## src/rtl/reg_bus_master.sv

```systemverilog
// reg_bus_master
//
// Command sequencer that sits directly upstream of a small register block and
// is the only driver of its wr_en/addr_vld/addr/din inputs. Read/write
// commands arrive on a valid/ready port and queue in a FIFO. Each command
// becomes exactly one register-bus access, and each command gets exactly one
// response, returned in command order on a valid/ready port. Addresses at or
// above NUM_REGS are rejected without touching the bus. Reads that see no
// reg_dout_vld within TIMEOUT cycles are answered with an error. Error
// responses are counted in a saturating 8-bit counter.
//
// Optional build macro: REG_MST_WR_VERIFY_EN
//   When defined, every write is followed by a one-cycle read of the same
//   address (VRFY_ISSUE) and a wait for its data (VRFY_WAIT, same timeout
//   rule). A read-back that differs from the written data, or a timeout, sets
//   rsp_err. rsp_rdata carries the read-back value, or 0 on timeout.
//   When undefined, writes respond one cycle after their bus access, with
//   rdata = 0.
//
// Ports
//   clk, rst            clock, synchronous active-high reset
//   cmd_valid/ready     command handshake (cmd_ready = FIFO not full)
//   cmd_wr/addr/wdata   command type (1 = write), address, write data
//   rsp_valid/ready     response handshake
//   rsp_wr/rdata/err    echoed type, read data (0 for writes/errors), error
//   reg_wr_en/addr_vld  register-bus strobes (single-cycle pulses)
//   reg_addr/din        register-bus address and write data
//   reg_dout/dout_vld   register-bus read data and its valid
//   busy                FSM not idle or FIFO non-empty
//   err_cnt             saturating count of error responses
module reg_bus_master #(
   parameter int FIFO_DEPTH = 4,
   parameter int ADDR_W     = 3,
   parameter int DATA_W     = 32,
   parameter int NUM_REGS   = 4,
   parameter int TIMEOUT    = 8
) (
   input  logic              clk,
   input  logic              rst,
   input  logic              cmd_valid,
   output logic              cmd_ready,
   input  logic              cmd_wr,
   input  logic [ADDR_W-1:0] cmd_addr,
   input  logic [DATA_W-1:0] cmd_wdata,
   output logic              rsp_valid,
   input  logic              rsp_ready,
   output logic              rsp_wr,
   output logic [DATA_W-1:0] rsp_rdata,
   output logic              rsp_err,
   output logic              reg_wr_en,
   output logic              reg_addr_vld,
   output logic [ADDR_W-1:0] reg_addr,
   output logic [DATA_W-1:0] reg_din,
   input  logic [DATA_W-1:0] reg_dout,
   input  logic              reg_dout_vld,
   output logic              busy,
   output logic [7:0]        err_cnt
);
   localparam int PTR_W = (FIFO_DEPTH > 1) ? $clog2(FIFO_DEPTH) : 1;
   localparam int CNT_W = $clog2(TIMEOUT + 1);
   localparam logic [PTR_W:0]   DEPTH_L    = (PTR_W + 1)'(FIFO_DEPTH);
   localparam logic [ADDR_W:0]  NUM_REGS_L = (ADDR_W + 1)'(NUM_REGS);
   localparam logic [CNT_W-1:0] WAIT_LAST  = CNT_W'(TIMEOUT - 1);

   typedef enum logic [2:0] {
      ST_IDLE,
      ST_ISSUE,
      ST_WAIT_RD,
      ST_RESP
`ifdef REG_MST_WR_VERIFY_EN
      , ST_VRFY_ISSUE
      , ST_VRFY_WAIT
`endif
   } state_t;

   typedef struct packed {
      logic              wr;
      logic [ADDR_W-1:0] addr;
      logic [DATA_W-1:0] wdata;
   } cmd_t;

   state_t            state_q;
   logic              rsp_valid_q, rsp_wr_q, rsp_err_q;
   logic [DATA_W-1:0] rsp_rdata_q;
   logic              reg_wr_en_q, reg_addr_vld_q;
   logic [ADDR_W-1:0] reg_addr_q;
   logic [DATA_W-1:0] reg_din_q;
   logic [7:0]        err_cnt_q;
   logic [CNT_W-1:0]  wait_cnt_q;
`ifdef REG_MST_WR_VERIFY_EN
   logic [DATA_W-1:0] wdata_q;
`endif

   // ---------------------------------------------------------------- FIFO
   cmd_t             fifo_mem [FIFO_DEPTH];
   cmd_t             head;
   logic [PTR_W-1:0] wr_ptr_q, wr_ptr_d, rd_ptr_q, rd_ptr_d;
   logic [PTR_W:0]   count_q, count_d;
   logic             full, empty, push, pop, head_oor;

   assign full      = (count_q == DEPTH_L);
   assign empty     = (count_q == '0);
   // Ready depends only on full, so a full FIFO refuses even when popping.
   assign push      = cmd_valid && !full;
   assign pop       = (state_q == ST_IDLE) && !empty;
   assign head      = fifo_mem[rd_ptr_q];
   assign head_oor  = ({1'b0, head.addr} >= NUM_REGS_L);
   assign cmd_ready = !full;

   always_comb begin
      wr_ptr_d = wr_ptr_q;
      rd_ptr_d = rd_ptr_q;
      count_d  = count_q;
      if (push) wr_ptr_d = wr_ptr_q + PTR_W'(1);
      if (pop)  rd_ptr_d = rd_ptr_q + PTR_W'(1);
      if (push && !pop)      count_d = count_q + (PTR_W + 1)'(1);
      else if (pop && !push) count_d = count_q - (PTR_W + 1)'(1);
   end

   always_ff @(posedge clk) begin
      if (push) fifo_mem[wr_ptr_q] <= {cmd_wr, cmd_addr, cmd_wdata};
   end

   always_ff @(posedge clk) begin
      if (rst) begin
         wr_ptr_q <= '0;
         rd_ptr_q <= '0;
         count_q  <= '0;
      end else begin
         wr_ptr_q <= wr_ptr_d;
         rd_ptr_q <= rd_ptr_d;
         count_q  <= count_d;
      end
   end

   // ----------------------------------------------------------------- FSM
   // reg_addr/reg_din are left holding after a pulse; only the strobes drop.
   always_ff @(posedge clk) begin
      if (rst) begin
         state_q        <= ST_IDLE;
         rsp_valid_q    <= 1'b0;
         rsp_wr_q       <= 1'b0;
         rsp_rdata_q    <= '0;
         rsp_err_q      <= 1'b0;
         reg_wr_en_q    <= 1'b0;
         reg_addr_vld_q <= 1'b0;
         reg_addr_q     <= '0;
         reg_din_q      <= '0;
         err_cnt_q      <= '0;
         wait_cnt_q     <= '0;
`ifdef REG_MST_WR_VERIFY_EN
         wdata_q        <= '0;
`endif
      end else begin
         case (state_q)
            ST_IDLE: begin
               if (!empty) begin
                  if (head_oor) begin
                     rsp_valid_q <= 1'b1;
                     rsp_wr_q    <= head.wr;
                     rsp_rdata_q <= '0;
                     rsp_err_q   <= 1'b1;
                     state_q     <= ST_RESP;
                  end else begin
                     reg_addr_vld_q <= 1'b1;
                     reg_wr_en_q    <= head.wr;
                     reg_addr_q     <= head.addr;
                     reg_din_q      <= head.wr ? head.wdata : '0;
`ifdef REG_MST_WR_VERIFY_EN
                     wdata_q        <= head.wdata;
`endif
                     state_q        <= ST_ISSUE;
                  end
               end
            end
            ST_ISSUE: begin
               reg_addr_vld_q <= 1'b0;
               reg_wr_en_q    <= 1'b0;
               wait_cnt_q     <= '0;
               // reg_wr_en_q still tells us which kind of access this was.
               if (reg_wr_en_q) begin
`ifdef REG_MST_WR_VERIFY_EN
                  reg_addr_vld_q <= 1'b1;
                  reg_din_q      <= '0;
                  state_q        <= ST_VRFY_ISSUE;
`else
                  rsp_valid_q <= 1'b1;
                  rsp_wr_q    <= 1'b1;
                  rsp_rdata_q <= '0;
                  rsp_err_q   <= 1'b0;
                  state_q     <= ST_RESP;
`endif
               end else begin
                  state_q <= ST_WAIT_RD;
               end
            end
            ST_WAIT_RD: begin
               if (reg_dout_vld) begin
                  rsp_valid_q <= 1'b1;
                  rsp_wr_q    <= 1'b0;
                  rsp_rdata_q <= reg_dout;
                  rsp_err_q   <= 1'b0;
                  state_q     <= ST_RESP;
               end else if (wait_cnt_q == WAIT_LAST) begin
                  rsp_valid_q <= 1'b1;
                  rsp_wr_q    <= 1'b0;
                  rsp_rdata_q <= '0;
                  rsp_err_q   <= 1'b1;
                  state_q     <= ST_RESP;
               end else begin
                  wait_cnt_q <= wait_cnt_q + CNT_W'(1);
               end
            end
`ifdef REG_MST_WR_VERIFY_EN
            ST_VRFY_ISSUE: begin
               reg_addr_vld_q <= 1'b0;
               wait_cnt_q     <= '0;
               state_q        <= ST_VRFY_WAIT;
            end
            ST_VRFY_WAIT: begin
               if (reg_dout_vld) begin
                  rsp_valid_q <= 1'b1;
                  rsp_wr_q    <= 1'b1;
                  rsp_rdata_q <= reg_dout;
                  rsp_err_q   <= (reg_dout != wdata_q);
                  state_q     <= ST_RESP;
               end else if (wait_cnt_q == WAIT_LAST) begin
                  rsp_valid_q <= 1'b1;
                  rsp_wr_q    <= 1'b1;
                  rsp_rdata_q <= '0;
                  rsp_err_q   <= 1'b1;
                  state_q     <= ST_RESP;
               end else begin
                  wait_cnt_q <= wait_cnt_q + CNT_W'(1);
               end
            end
`endif
            ST_RESP: begin
               if (rsp_ready) begin
                  rsp_valid_q <= 1'b0;
                  state_q     <= ST_IDLE;
                  if (rsp_err_q && (err_cnt_q != 8'hFF)) err_cnt_q <= err_cnt_q + 8'd1;
               end
            end
            default: state_q <= ST_IDLE;
         endcase
      end
   end

   assign rsp_valid    = rsp_valid_q;
   assign rsp_wr       = rsp_wr_q;
   assign rsp_rdata    = rsp_rdata_q;
   assign rsp_err      = rsp_err_q;
   assign reg_wr_en    = reg_wr_en_q;
   assign reg_addr_vld = reg_addr_vld_q;
   assign reg_addr     = reg_addr_q;
   assign reg_din      = reg_din_q;
   assign err_cnt      = err_cnt_q;
   assign busy         = (state_q != ST_IDLE) || !empty;

endmodule

```

## config.mk

```make
export PLATFORM = sky130hd
export DESIGN_NAME = reg_bus_master
export DESIGN_NICKNAME = d
export VERILOG_FILES = /design/src/rtl/reg_bus_master.sv
export SDC_FILE = /design/constraint.sdc
export NUM_CORES = 1
export LEC_CHECK = 0
export CAP_MARGIN = 15
export CORE_UTILIZATION = 55
export CTS_BUF_LIST = sky130_fd_sc_hd__clkbuf_4
export CTS_CLUSTER_DIAMETER = 80
export DETAILED_ROUTE_END_ITERATION = 16
export PLACE_DENSITY = 0.83
export SLEW_MARGIN = 10
export SYNTH_ARGS = -nofsm -noshare
export SYNTH_HDL_FRONTEND = slang
export SYNTH_SLANG_ARGS = --single-unit
export TNS_END_PERCENT = 100
```

## constraint.sdc

```tcl
create_clock -name clk -period 2.56 [get_ports clk]
set_input_delay 0.512 -clock clk [delete_from_list [all_inputs] [get_ports clk]]
set_output_delay 0.512 -clock clk [all_outputs]
set_load 0.05 [all_outputs]
```

# After elaboration in Yosys (flattened, before gate mapping)
# Memories as Yosys holds them, arrays and structs flattened. A register that Yosys moved wholly into a read port is not among the register bits.
# Cells that the tools add are included.
[word_totals]
ff_bits = 94
ram_bits = 144
in_bits = 73
out_inout_bits = 82
memories = 1
[mem_list]
columns = ["name", "depth", "word_bits", "read_ports", "rd_clocked_by_memory_dff", "wr", "line_no", "source"]
rows = [
  ["fifo_mem", 4, 36, 1, 1, 1, "95", "cmd_t fifo_mem [FIFO_DEPTH];"],
]
[classes]
addsub = 6
n_lt_le_gt_ge = 1
n_eq_ne = 14
mux = 44
bitwise_logic = 2
reduce_logical = 25
[ops]
columns = ["op", "n"]
rows = [
  ["two-way mux 32 bit", 6],
  ["case mux 32 bit (3 select lines)", 1],
  ["two-way mux 1 bit", 19],
  ["two-way mux 3 bit", 6],
  ["AND reduction 3 bit", 5],
  ["inequality test 2 bit, second input constant", 7],
  ["case mux 3 bit (4 select lines)", 1],
  ["adder 8 x 1 -> 8 bit, second input constant", 1],
  ["two-way mux 4 bit", 2],
  ["inequality test 8 bit, second input constant", 1],
  ["case mux 4 bit (2 select lines)", 1],
  ["== test 3 x 2 -> 1 bit, second input constant", 2],
  ["logical NOT 3 bit", 2],
  ["two-way mux 2 bit", 3],
  ["case mux 1 bit (3 select lines)", 2],
  ["AND reduction 6 bit", 1],
  ["nonzero test 2 bit", 3],
  ["nonzero test 3 bit", 2],
  ["logical AND 1 bit", 5],
  ["AND reduction 5 bit", 1],
  ["adder 2 x 1 -> 2 bit, second input constant", 2],
  ["adder 4 x 1 -> 4 bit, second input constant", 1],
  ["== test 4 x 3 -> 1 bit, second input constant", 1],
  ["logical NOT 1 bit", 4],
  ["11 further kinds", 13],
]

# Logic depth before layout (Yosys ltp)
[logic_depth]
depth_word = 7
depth_mapped = 9

# Worst setup path after synthesis
# OpenSTA, ideal clock, no wires.
[synth_timing]
path_type = "reg-to-reg"
start = "register state_q[0]"
end = "register rsp_rdata_q[30], in the netlist rsp_rdata[30]"
arrival_ps = 2174
t_required_ps = 2490
setup_slack_ps = 315
path_stages_with_launch = 8
path_buffers = 1
period_less_slack_ps = 2245
path_cell_list = "dfxtp_1 > inv_1 > ha_1 > or4b_1 > o21ai_2 > buf_2 > or4_1 > a21oi_1"
[synth_between]
elab_chain_len = 3
elab_cells_between_ends = 10
cone_classes = "eq/ne (6); mux (1); reduce/logical (3)"
[synth_lines]
columns = ["item", "line_no", "source"]
rows = [
  ["start: declaration", "82", "state_t state_q;"],
  ["start signal: assignment", "140", "state_q <= ST_IDLE;"],
  ["start signal: assignment", "163", "state_q <= ST_RESP;"],
  ["start signal: assignment", "172", "state_q <= ST_ISSUE;"],
  ["== test 3 x 2 -> 1 bit, or another cell as far along", "155", "case (state_q)"],
  ["inequality test 3 bit (no source line), or another cell as far along", "n/a", ""],
  ["AND reduction 5 bit (no source line)", "n/a", ""],
  ["end signal: assignment", "201", "rsp_rdata_q <= reg_dout;"],
  ["end: declaration", "84", "logic [DATA_W-1:0] rsp_rdata_q;"],
]
# Several ways; a longest one is shown, not always the timed one.
# A chain may end at the register's enable or synchronous reset.

# Worst setup path in the final report
[layout_timing]
start = "register state_q[0]"
end = "output port busy"
[layout_between]
elab_chain_len = 2
[layout_lines]
columns = ["item", "line_no", "source"]
rows = [
  ["nonzero test 3 bit", "259", "assign busy = (state_q != ST_IDLE) || !empty;"],
  ["logical OR 1 bit", "259", ""],
  ["end: declaration", "56", "output logic busy,"],
]
# No other way between the ends.

==> reports/summary.txt <==
largest net degree at the start of global routing: 68
P_leak: 4.06 nW
starting density of the core: 56.8%
Clk pwr share: 26.8%
clk_skew: 44.9 ps
WL final: 21300 µm
Yosys top cell by area: edfxtp_1
EDFF count, synth: 144
die height: 134 µm
internal power: 7.60 mW
P&R area growth vs syn: 27.7%
Sw Share: 34.8%
# port buffers: 154
via count: 6706
initial antenna violation count: 0
Final period util: 95.4%
Synth async-reset ratio: 0%
wire per inst: 18.6 µm
CTS max path bufs: 3
total core area: 16800 µm²
global-route wire length before repair: 34200 µm
Final Non-Filler Cells: 1149
dominant synthesized flop cell: edfxtp_1
DRT Pass-1 Iters: 5
Ports: 155
crit start category: flop
H-Tree Depth: 2
DIE WIDTH: 134 µm
Final Wtd Congestion: 0.823
Placement Rows: 47
Synth Cell Area: 9510 µm²
peak supply drop: 958 µV
clock transition at the registers of the reported paths: 70 ps
max-cap violations: 0
PwrDens: 960 nW/µm²
run status: finished, final reports clean
hold slack: 291 ps
vias in the first global route: 6901
Hold Buf Count CTS: 0
DR vias/cell: 5.84
Crit path arrival time: 1930 ps
required time of the critical path: 2050 ps
Hold WC Path Type: primary input to flop
layout cell share with drive strength beyond 1: 18.5%
crit path kind: flop to output pin
ranking of synthesized cells by area: edfxtp_1 (45%), dfxtp_1 (20%), mux4_2 (8.5%), a21oi_1 (3.9%), nand3_1 (3.6%)
Synth Warn #: 0
Synth Area per Inst: 13.6 µm²
switching power of the nets: 4.06 mW
initial drt markers: 334
area share of the largest cell type after synthesis: 45.5%
Reg power frac: 40.6%
CTS tree: built
count of state elements after synthesis: 239
Achievable Freq: 0.409 GHz
Post-Syn Instances: 701
HPWL after DPL: 13100 µm
RSZ-0062 raised after global routing: no
final hold violations: 0
ANT nets after route: 0
Layout Nets: 966
Slew @ Worst Pin: 826 ps
CP endpoint kind: output pin
Period minus WS final: 2440 ps
Mapped Nets: 787
DIE AREA: 17800 µm²
Clock Sink Count: 239
dpl cells: 1034
Num CTS Buffers: 59
Combinational Power Share: 32.6%
global route overflow: 0
Synth cell types: 46
Max-slew headroom: 44.9%
Slew Viols, Final: 0
register area share after synthesis: 65.5%
clk_lat worst skew: 670 ps
CP Max Fanout: 5
Total GRT Usage: 24.5%
DRC: 0
CTS root buf: clkbuf_4
setup violators final: 0
==> cell families after synthesis <==
logic type,share of synthesized area [%]
compound gates,7.91
xor+xnor,0.921
fa+ha+maj,1.79
buf+inv,3.18
flops,65.5
mux,9.48
simple gates,11.3
==> layout by cell type, fill, tap and decap left out, types with 2 or more instances in the layout <==
cell type and instances:
nand3b_1 2, nor3_1 4, or4_1 34, inv_2 3, inv_1 6, nor2b_1 5, clkinv_1 16, nand2b_1 5
xnor2_1 6, and2_1 2, a21oi_1 74, nor2_1 23, ha_1 11, dfxtp_2 4, o31ai_1 36, xor2_1 4
nand3_1 68, clkdlybuf4s50_1 151, and2_2 4, a211oi_1 3, nand2_1 43, buf_4 16, edfxtp_1 144, mux2i_1 8
dfxtp_1 91, clkbuf_4 86, mux4_2 36, clkinv_2 4, buf_12 7, nand4_1 3, nor3b_1 2, o41ai_1 2
==> power groups by stage <==
stage | Sequential [mW] | Combinational (mW) | Clock [mW]
2_1_floorplan | 5.29 | 2.08 | 0
3_3_place_gp | 4.78 | 3.51 | 0
3_5_place_dp | 4.82 | 3.62 | 0
4_1_cts | 4.74 | 3.70 | 3.21
5_1_grt | 4.78 | 4.08 | 3.41
6_report | 4.74 | 3.80 | 3.12
==> critical path: stages, from the launching register on <==
cell and delay, ps:
dfxtp_2 350, inv_2 90, ha_4 160, or4b_4 510, buf_6 180
==> worst paths after layout <==
path / start / end / slack [ps] / cells after the start
min: rst / err_cnt[6] / 290 / 2
max reg2reg: state_q[0] / count_q[2] / 210 / 10
max: state_q[0] / busy / 120 / 4
min reg2reg: reg_din[23] / reg_din[23] / 460 / 2
==> area by class of cell <==
class | instances | area, µm²
Tap cell | 220 | 275
Timing Repair Buffer | 177 | 1820
Clock inverter | 23 | 121
Inverter | 8 | 30.0
Multi-Input combinational cell | 395 | 3020
Antenna cell | 1 | 2.50
Clock buffer | 86 | 646
Fill cell | 1127 | 4610
Sequential cell | 239 | 6230
==> synth_stat cells (8+ instances only) <==
library cell,instances
clkbuf_1,36
mux2i_1,8
o31ai_1,36
nand2_1,43
inv_1,8
nand3_1,68
ha_1,12
edfxtp_1,144
or4_1,34
nor2_1,23
buf_2,13
dfxtp_1,95
mux4_2,36
a21oi_1,74
==> registers in the layout, indices dropped and copies added, names as in the netlist, 3 cells and up, named ones only <==
name	flops
count_q	3
rsp_rdata	32
wait_cnt_q	4
err_cnt	8
fifo_mem	144
reg_din	32
reg_addr	3
==> timing repair <==
action / in CTS / in global routing
pin swaps: 0 / 1
buffers inserted: 1 / 3
setup endpoints to repair: 2 / 1
gates resized for setup: 8 / 1
==> through the flow <==
step | total power [mW] | setup TNS, ps | instance area (µm²) | util [%] | setup WS (ps)
2_1_floorplan | 7.37 | 0 | 9510 | - | 315
3_3_place_gp | 8.28 | 0 | 11300 | 67.4 | 14.0
3_5_place_dp | 8.44 | -1220 | 11300 | 67.4 | -70.5
4_1_cts | 11.6 | 0 | 12100 | 72.2 | 16.7
5_1_grt | 12.3 | 0 | 12100 | 72.5 | 19.8
6_report | 11.7 | 0 | 12100 | 72.5 | 117
==> per-layer routing <==
layer	share of wire, %	global-route usage [%]	up-vias
met2	51	43.1	305
met4	1.6	8.71	0
met3	8.5	6.39	32
met5	0	0	-
met1	38	29.1	3289
li1	-	-	3080
Power figures use the tool's default switching activity.
